## src/rtl/score_tracker_if.sv

```systemverilog
// -----------------------------------------------------------------------------
// score_tracker_if
//   Bundles the game event strobes coming from the player controller and the
//   score outputs that go to the display/render, sound and speed-up stages.
//
//   Signals
//     game_tick         [1:0]         tick strobes (only bit 0 is meaningful)
//     game_start_pulse                one-cycle strobe, new run begins
//     game_over_pulse                 one-cycle strobe, run ended by crash
//     score             [4*DIGITS-1:0] current BCD score, digit 0 in [3:0]
//     high_score        [4*DIGITS-1:0] best BCD score since reset
//     new_high                        last finished run set a new high score
//     milestone_pulse                 one-cycle strobe at each nonzero x100
//     counting                        tracker is in its counting state
//
//   Modports
//     master : event producer / score consumer (controller side, testbench)
//     slave  : the score tracker itself
// -----------------------------------------------------------------------------
interface score_tracker_if #(
  parameter int DIGITS = 4
);

  logic [1:0]          game_tick;
  logic                game_start_pulse;
  logic                game_over_pulse;
  logic [4*DIGITS-1:0] score;
  logic [4*DIGITS-1:0] high_score;
  logic                new_high;
  logic                milestone_pulse;
  logic                counting;

  modport master (
    output game_tick,
    output game_start_pulse,
    output game_over_pulse,
    input  score,
    input  high_score,
    input  new_high,
    input  milestone_pulse,
    input  counting
  );

  modport slave (
    input  game_tick,
    input  game_start_pulse,
    input  game_over_pulse,
    output score,
    output high_score,
    output new_high,
    output milestone_pulse,
    output counting
  );

endinterface

```

## src/rtl/score_tracker.sv

```systemverilog
// -----------------------------------------------------------------------------
// score_tracker
//   Keeps a BCD running score for the current run and a session high score.
//   Every TICKS_PER_POINT pulses on game_tick[0] add one point. The score
//   saturates at all-nines. A one-cycle milestone pulse marks each nonzero
//   multiple of 100. At the end of a run the score is compared against the
//   high score, and new_high reports whether the run beat it.
//
//   Parameters
//     DIGITS          number of BCD digits in score/high_score (3..6)
//     TICKS_PER_POINT game_tick[0] pulses per point (1..255)
//
//   Ports
//     clk    system clock
//     rst_n  asynchronous active-low reset, clears everything incl. high score
//     bus    score_tracker_if.slave: event strobes in, score outputs out
//
//   All outputs come straight from flops; no input reaches an output
//   combinationally.
// -----------------------------------------------------------------------------
module score_tracker #(
  parameter int DIGITS          = 4,
  parameter int TICKS_PER_POINT = 4
) (
  input  logic           clk,
  input  logic           rst_n,
  score_tracker_if.slave bus
);

  localparam int W  = 4 * DIGITS;
  // 8 bits covers the whole legal TICKS_PER_POINT range.
  localparam int PW = 8;

  localparam logic [PW-1:0] PRESC_LAST = PW'(TICKS_PER_POINT - 1);
  localparam logic [W-1:0]  ALL_NINES  = {DIGITS{4'd9}};
  localparam logic [W-1:0]  ZERO_SCORE = {W{1'b0}};

  typedef enum logic [1:0] {
    ST_IDLE     = 2'd0,
    ST_COUNTING = 2'd1,
    ST_FROZEN   = 2'd2
  } state_t;

  // ---------------------------------------------------------------------------
  // BCD helpers
  // ---------------------------------------------------------------------------

  // Ripple increment: each digit at 9 wraps to 0 and passes the carry upward.
  function automatic logic [W-1:0] bcd_inc(input logic [W-1:0] v);
    logic [W-1:0] r;
    logic         carry;
    r     = v;
    carry = 1'b1;
    for (int d = 0; d < DIGITS; d++) begin
      if (carry) begin
        if (v[4*d +: 4] == 4'd9) begin
          r[4*d +: 4] = 4'd0;
          carry       = 1'b1;
        end else begin
          r[4*d +: 4] = v[4*d +: 4] + 4'd1;
          carry       = 1'b0;
        end
      end else begin
        r[4*d +: 4] = v[4*d +: 4];
      end
    end
    return r;
  endfunction

  // Magnitude compare scanning from the most significant digit down; the
  // first differing digit decides.
  function automatic logic bcd_gt(input logic [W-1:0] a, input logic [W-1:0] b);
    logic gt;
    logic decided;
    gt      = 1'b0;
    decided = 1'b0;
    for (int d = DIGITS - 1; d >= 0; d--) begin
      if (!decided && (a[4*d +: 4] != b[4*d +: 4])) begin
        gt      = (a[4*d +: 4] > b[4*d +: 4]);
        decided = 1'b1;
      end else begin
        gt      = gt;
        decided = decided;
      end
    end
    return gt;
  endfunction

  // ---------------------------------------------------------------------------
  // State and datapath registers
  // ---------------------------------------------------------------------------
  state_t          state_r;
  state_t          state_nxt_s;
  logic [W-1:0]    score_r;
  logic [W-1:0]    score_nxt_s;
  logic [W-1:0]    high_r;
  logic [W-1:0]    high_nxt_s;
  logic [PW-1:0]   presc_r;
  logic [PW-1:0]   presc_nxt_s;
  logic            new_high_r;
  logic            new_high_nxt_s;
  logic            milestone_r;
  logic            milestone_nxt_s;
  logic            counting_r;
  logic            counting_nxt_s;

  logic            tick_s;
  logic            start_s;
  logic            over_s;
  logic [W-1:0]    score_inc_s;
  logic            saturated_s;
  logic            score_beats_high_s;

  // game_tick[1] belongs to other consumers of the shared tick bus.
  assign tick_s             = bus.game_tick[0];
  assign start_s            = bus.game_start_pulse;
  assign over_s             = bus.game_over_pulse;
  assign score_inc_s        = bcd_inc(score_r);
  assign saturated_s        = (score_r == ALL_NINES);
  assign score_beats_high_s = bcd_gt(score_r, high_r);

  // Next-state and next-output logic for the run FSM.
  always_comb begin
    state_nxt_s     = state_r;
    score_nxt_s     = score_r;
    high_nxt_s      = high_r;
    presc_nxt_s     = presc_r;
    new_high_nxt_s  = new_high_r;
    milestone_nxt_s = 1'b0;

    case (state_r)
      ST_IDLE, ST_FROZEN: begin
        // Only a start leaves these states; game over is meaningless here.
        if (start_s) begin
          state_nxt_s    = ST_COUNTING;
          score_nxt_s    = ZERO_SCORE;
          presc_nxt_s    = {PW{1'b0}};
          new_high_nxt_s = 1'b0;
        end else begin
          state_nxt_s = state_r;
        end
      end

      ST_COUNTING: begin
        if (over_s) begin
          // The pre-increment score is final; a coincident tick is dropped.
          state_nxt_s = ST_FROZEN;
          if (score_beats_high_s) begin
            high_nxt_s     = score_r;
            new_high_nxt_s = 1'b1;
          end else begin
            new_high_nxt_s = 1'b0;
          end
        end else if (start_s) begin
          // Restart without ending the run: new_high keeps the last result.
          score_nxt_s = ZERO_SCORE;
          presc_nxt_s = {PW{1'b0}};
        end else if (tick_s) begin
          if (presc_r == PRESC_LAST) begin
            presc_nxt_s = {PW{1'b0}};
            // At all-nines the score holds but the prescaler keeps cycling.
            if (!saturated_s) begin
              score_nxt_s     = score_inc_s;
              milestone_nxt_s = (score_inc_s[7:0] == 8'h00) &&
                                (score_inc_s != ZERO_SCORE);
            end else begin
              score_nxt_s = score_r;
            end
          end else begin
            presc_nxt_s = presc_r + 8'd1;
          end
        end else begin
          state_nxt_s = ST_COUNTING;
        end
      end

      default: begin
        // Unreachable encoding: fall back to a safe idle with a cleared run.
        state_nxt_s    = ST_IDLE;
        score_nxt_s    = ZERO_SCORE;
        presc_nxt_s    = {PW{1'b0}};
        new_high_nxt_s = 1'b0;
      end
    endcase

    counting_nxt_s = (state_nxt_s == ST_COUNTING);
  end

  // State, score and output flops with asynchronous clear.
  always_ff @(posedge clk or negedge rst_n) begin
    if (!rst_n) begin
      state_r     <= ST_IDLE;
      score_r     <= ZERO_SCORE;
      high_r      <= ZERO_SCORE;
      presc_r     <= {PW{1'b0}};
      new_high_r  <= 1'b0;
      milestone_r <= 1'b0;
      counting_r  <= 1'b0;
    end else begin
      state_r     <= state_nxt_s;
      score_r     <= score_nxt_s;
      high_r      <= high_nxt_s;
      presc_r     <= presc_nxt_s;
      new_high_r  <= new_high_nxt_s;
      milestone_r <= milestone_nxt_s;
      counting_r  <= counting_nxt_s;
    end
  end

  assign bus.score           = score_r;
  assign bus.high_score      = high_r;
  assign bus.new_high        = new_high_r;
  assign bus.milestone_pulse = milestone_r;
  assign bus.counting        = counting_r;

endmodule
```

## src/flat_wrapper.sv

```systemverilog
// flat-port wrapper written by rule: the top's interface ports become plain ports
module score_tracker_flat 
#(
  parameter int DIGITS          = 4,
  parameter int TICKS_PER_POINT = 4
)
  (clk, rst_n, bus_game_tick, bus_game_start_pulse, bus_game_over_pulse, bus_score, bus_high_score, bus_new_high, bus_milestone_pulse, bus_counting);
  score_tracker_if #(.DIGITS(DIGITS)) bus_i ();
  input  logic clk;
  input  logic rst_n;
  input wire logic [$bits(bus_i.game_tick)-1:0] bus_game_tick;
  input wire logic [$bits(bus_i.game_start_pulse)-1:0] bus_game_start_pulse;
  input wire logic [$bits(bus_i.game_over_pulse)-1:0] bus_game_over_pulse;
  output wire logic [$bits(bus_i.score)-1:0] bus_score;
  output wire logic [$bits(bus_i.high_score)-1:0] bus_high_score;
  output wire logic [$bits(bus_i.new_high)-1:0] bus_new_high;
  output wire logic [$bits(bus_i.milestone_pulse)-1:0] bus_milestone_pulse;
  output wire logic [$bits(bus_i.counting)-1:0] bus_counting;
  assign bus_i.game_tick = bus_game_tick;
  assign bus_i.game_start_pulse = bus_game_start_pulse;
  assign bus_i.game_over_pulse = bus_game_over_pulse;
  assign bus_score = bus_i.score;
  assign bus_high_score = bus_i.high_score;
  assign bus_new_high = bus_i.new_high;
  assign bus_milestone_pulse = bus_i.milestone_pulse;
  assign bus_counting = bus_i.counting;
  score_tracker #(.DIGITS(DIGITS), .TICKS_PER_POINT(TICKS_PER_POINT)) u_core (.clk(clk), .rst_n(rst_n), .bus(bus_i));
endmodule
```

## config.mk

```make
export PLATFORM = sky130hd
export DESIGN_NAME = score_tracker_flat
export DESIGN_NICKNAME = d
export VERILOG_FILES = /design/src/rtl/score_tracker_if.sv /design/src/rtl/score_tracker.sv /design/src/flat_wrapper.sv
export SDC_FILE = /design/constraint.sdc
export NUM_CORES = 1
export LEC_CHECK = 0
export ABC_CLOCK_PERIOD_IN_PS = 2000
export BUFFER_PORTS_ARGS = -buffer_cell sky130_fd_sc_hd__buf_2
export CORE_MARGIN = 3
export CORE_UTILIZATION = 50
export DETAILED_ROUTE_END_ITERATION = 8
export MAX_ROUTING_LAYER = met4
export PLACE_DENSITY = 0.73
export SKIP_CTS_REPAIR_TIMING = 1
export SYNTH_ARGS = -nofsm -noshare
export SYNTH_HDL_FRONTEND = slang
export SYNTH_SLANG_ARGS = --single-unit
export TNS_END_PERCENT = 50
```

## constraint.sdc

```tcl
create_clock -name clk -period 2 [get_ports clk]
set_input_delay 0.2 -clock clk [delete_from_list [all_inputs] [get_ports clk]]
set_output_delay 0.2 -clock clk [all_outputs]
set_load 0.01 [all_outputs]
```

==> impl_metrics.env <==
export IMPL_via_count=3550
export IMPL_cellPowerDensity_nw_per_um2=472
export IMPL_setup_worst_path_start_class="register"
export IMPL_cts_buffers=5
export IMPL_synthDominantCellAreaShare_pct=33.7
export IMPL_drv_cap=0
export IMPL_slew_violations=0
export IMPL_synth_cell_types=63
export IMPL_synthCells=377
export IMPL_cp_max_fo=8
export IMPL_place_hpwl_mm=7.07
export IMPL_clock_latency_ns=0.31
export IMPL_slew_headroom_pct=57.6
export IMPL_grt_use_met1_pct=34.5
export IMPL_ys_top_cells_by_area="dfrtp_1, ha_1, nand3_1, o211ai_1, a41oi_1"
export IMPL_cts_num_sinks=45
export IMPL_syn_nets=402
export IMPL_vias_per_cell=6.40
export IMPL_antenna_found_initial=0
export IMPL_stdcell_count=555
export IMPL_synth_warnings=0
export IMPL_setup_ws_ns=-0.164
export IMPL_fp_dieH_microns=87.7
export IMPL_synth_seq_cells=45
export IMPL_ys_async_sr_fraction_pct=100
export IMPL_nNetsFinal=502
export IMPL_fin_crit_sh_pct=108
export IMPL_area_growth_pct=36.5
export IMPL_status="finished, violations left"
export IMPL_start_util_pct=52.0
export IMPL_die_w_microns=87.7
export IMPL_p_leak_nw=2.03
export IMPL_netlist_area_sq_um=3340
export IMPL_violations="design-rule violations, negative setup slack"
export IMPL_cts_tree="done"
export IMPL_post_place_ws_ns=-0.0529
export IMPL_synth_top_area_cell="dfrtp_1"
export IMPL_drtIter0Drc=289
export IMPL_rows=29
export IMPL_ys_top_cells_by_count="dfrtp_1, nand3_1, inv_1, o211ai_1, ha_1"
export IMPL_setup_viol=17
export IMPL_grt_pass1_wl_mm=16.1
export IMPL_num_io_pins=41
export IMPL_worstPathRequired_ns=2.18
export IMPL_placed_cells=534
export IMPL_wire_per_inst_microns=18.9
export IMPL_first_pass_iters=7
export IMPL_endpoint_kind="register"
export IMPL_io_buffers=39
export IMPL_period_needed_ns=2.16
export IMPL_remaining_drc_errors=1
export IMPL_clockBufferDepth=2
export IMPL_synth_edf_count=0
export IMPL_tns_ns=-0.985
export IMPL_clk_pin_slew_ns=0.09
export IMPL_grt_overflow=0
export IMPL_num_antenna_cells=0
export IMPL_holdWs_ns=0.224
export IMPL_drive_gt1_share_pct=38.3
export IMPL_fin_util_pct=71.0
export IMPL_cts_root_buf="clkbuf_8"
export IMPL_ys_seq_area_share_pct=33.7
export IMPL_crit_type="reg -> reg"
export IMPL_met2_usage_pct=42.5
export IMPL_worst_slew_pin_slew_ns=0.636
export IMPL_ant_nets=0
export IMPL_grt_pass1_vias=3411
export IMPL_grt_setup_unrepaired="true"
export IMPL_fin_skew_ns=0.00524
export IMPL_min_path_type="in -> reg"
export IMPL_coreArea_sq_um=6420
export IMPL_arrival_ns=2.34
export IMPL_busiest_layer="met2"
export IMPL_met3_usage_pct=4.42
export IMPL_hold_viol=0
export IMPL_wl_mm=10.5
export IMPL_grt_use_total_pct=27.0
export IMPL_grt_max_degree=28
export IMPL_yosysMostFrequentCell="dfrtp_1"
export IMPL_synth_main_ff_cell="dfrtp_1"
export IMPL_max_vdd_ir_drop_mv=0.378
export IMPL_fmax_mhz=462
export IMPL_dieArea_sq_um=7700
export IMPL_htreeDepth=2
export IMPL_syn_area_per_cell_sq_um=8.86
export IMPL_gp_congestion=0.953
## flip-flops by register name, indices dropped and copies added, names as in the netlist
name and count:
u_core.bus.counting 1, u_core.state_r 2, u_core.bus.new_high 1, u_core.bus.high_score 16, u_core.bus.milestone_pulse 1, u_core.bus.score 16
u_core.presc_r 8
## stage by stage
| step | total power, mW | area, sq um |
|---|---|---|
| 3_5_place_dp | 1.36 | 4080 |
| 4_1_cts | 2.10 | 4200 |
| 6_report | 2.15 | 4560 |
| 2_1_floorplan | 1.20 | 3400 |
| 3_3_place_gp | 1.34 | 4080 |
| 5_1_grt | 2.23 | 4560 |
## path summary, 6_finish.rpt
path	start	end	slack, ns	cells past startpoint
setup / recovery	u_core.bus.score[7]$_DFFE_PN0P_	u_core.bus.high_score[10]$_DFFE_PN0P_	-0.16	8
hold / removal	bus_game_start_pulse	u_core.bus.counting$_DFF_PN0_	0.22	2
setup reg to reg	u_core.bus.score[7]$_DFFE_PN0P_	u_core.bus.high_score[10]$_DFFE_PN0P_	-0.16	8
hold reg to reg	u_core.bus.new_high$_DFFE_PN0P_	u_core.bus.new_high$_DFFE_PN0P_	0.56	2
max in group asynchronous	rst_n	u_core.bus.high_score[8]$_DFFE_PN0P_	0.93	3
min in group asynchronous	rst_n	u_core.bus.high_score[2]$_DFFE_PN0P_	0.44	2
## metal layers
layer | vias to the layer above | share of wire [%]
li1 | 1635 | -
met1 | 1685 | 41
met2 | 188 | 49
met3 | 42 | 7.1
met4 | 0 | 3.5
met5 | - | 0
## worst max-delay path, cell delays in order, from the launching register on
cell       delay [ns]
dfrtp_1          0.44
ha_1             0.36
nand4_1          0.20
a41oi_2          0.20
buf_4            0.16
o2bb2ai_4        0.08
buf_12           0.15
a41oi_1          0.27
nand3_1          0.15
## placed cells by master, fill, tap and decap left out, types with 4 or more instances in the layout
master,Yosys,routed
a41oi_1,17,4
o211ai_1,21,21
a41oi_2,0,13
dfrtp_1,45,39
buf_2,9,39
nor2_1,14,14
nor3_1,5,4
nand4_1,7,7
dfrtp_2,0,6
o21ai_1,7,13
nand2_1,18,17
xnor2_1,6,6
ha_4,0,5
a21oi_1,6,6
o21ai_0,18,12
ha_1,19,13
a211oi_1,17,16
nand3_1,40,38
inv_1,30,27
a21o_1,11,11
o22ai_1,4,4
buf_4,4,76
clkbuf_8,0,6
## area by class of cell
type                       instances  area (sq um)
multi-input combinational        274          2220
fill                             484          1860
inverter                          30           113
clock buffer                       6          82.6
tap                               77          96.3
clock inverter                     2          37.5
sequential                        45          1130
timing repair buffer             121           872
## kinds of logic (layout without fill, tap and decap cells)
group	Yosys count	count (layout)	synth area share [%]
and+or+nand+nor	122	123	21.6
xor gates and xnor gates	9	9	2.36
DFF	45	45	33.7
adders and majority gates	19	19	7.12
buffers and inverters	59	159	8.31
muxes	1	1	0.300
AOI/OAI and AO/OA	122	122	26.6
## report_power, final
group | switching, mW | leakage (nW) | total [mW] | internal [mW]
combinational | 0.225 | 1.40 | 0.406 | 0.181
sequential | 0.0435 | 0.576 | 0.989 | 0.945
clock | 0.352 | 0.0574 | 0.759 | 0.407
total | 0.620 | 2.03 | 2.15 | 1.53
(Power assumes the default switching activity.)
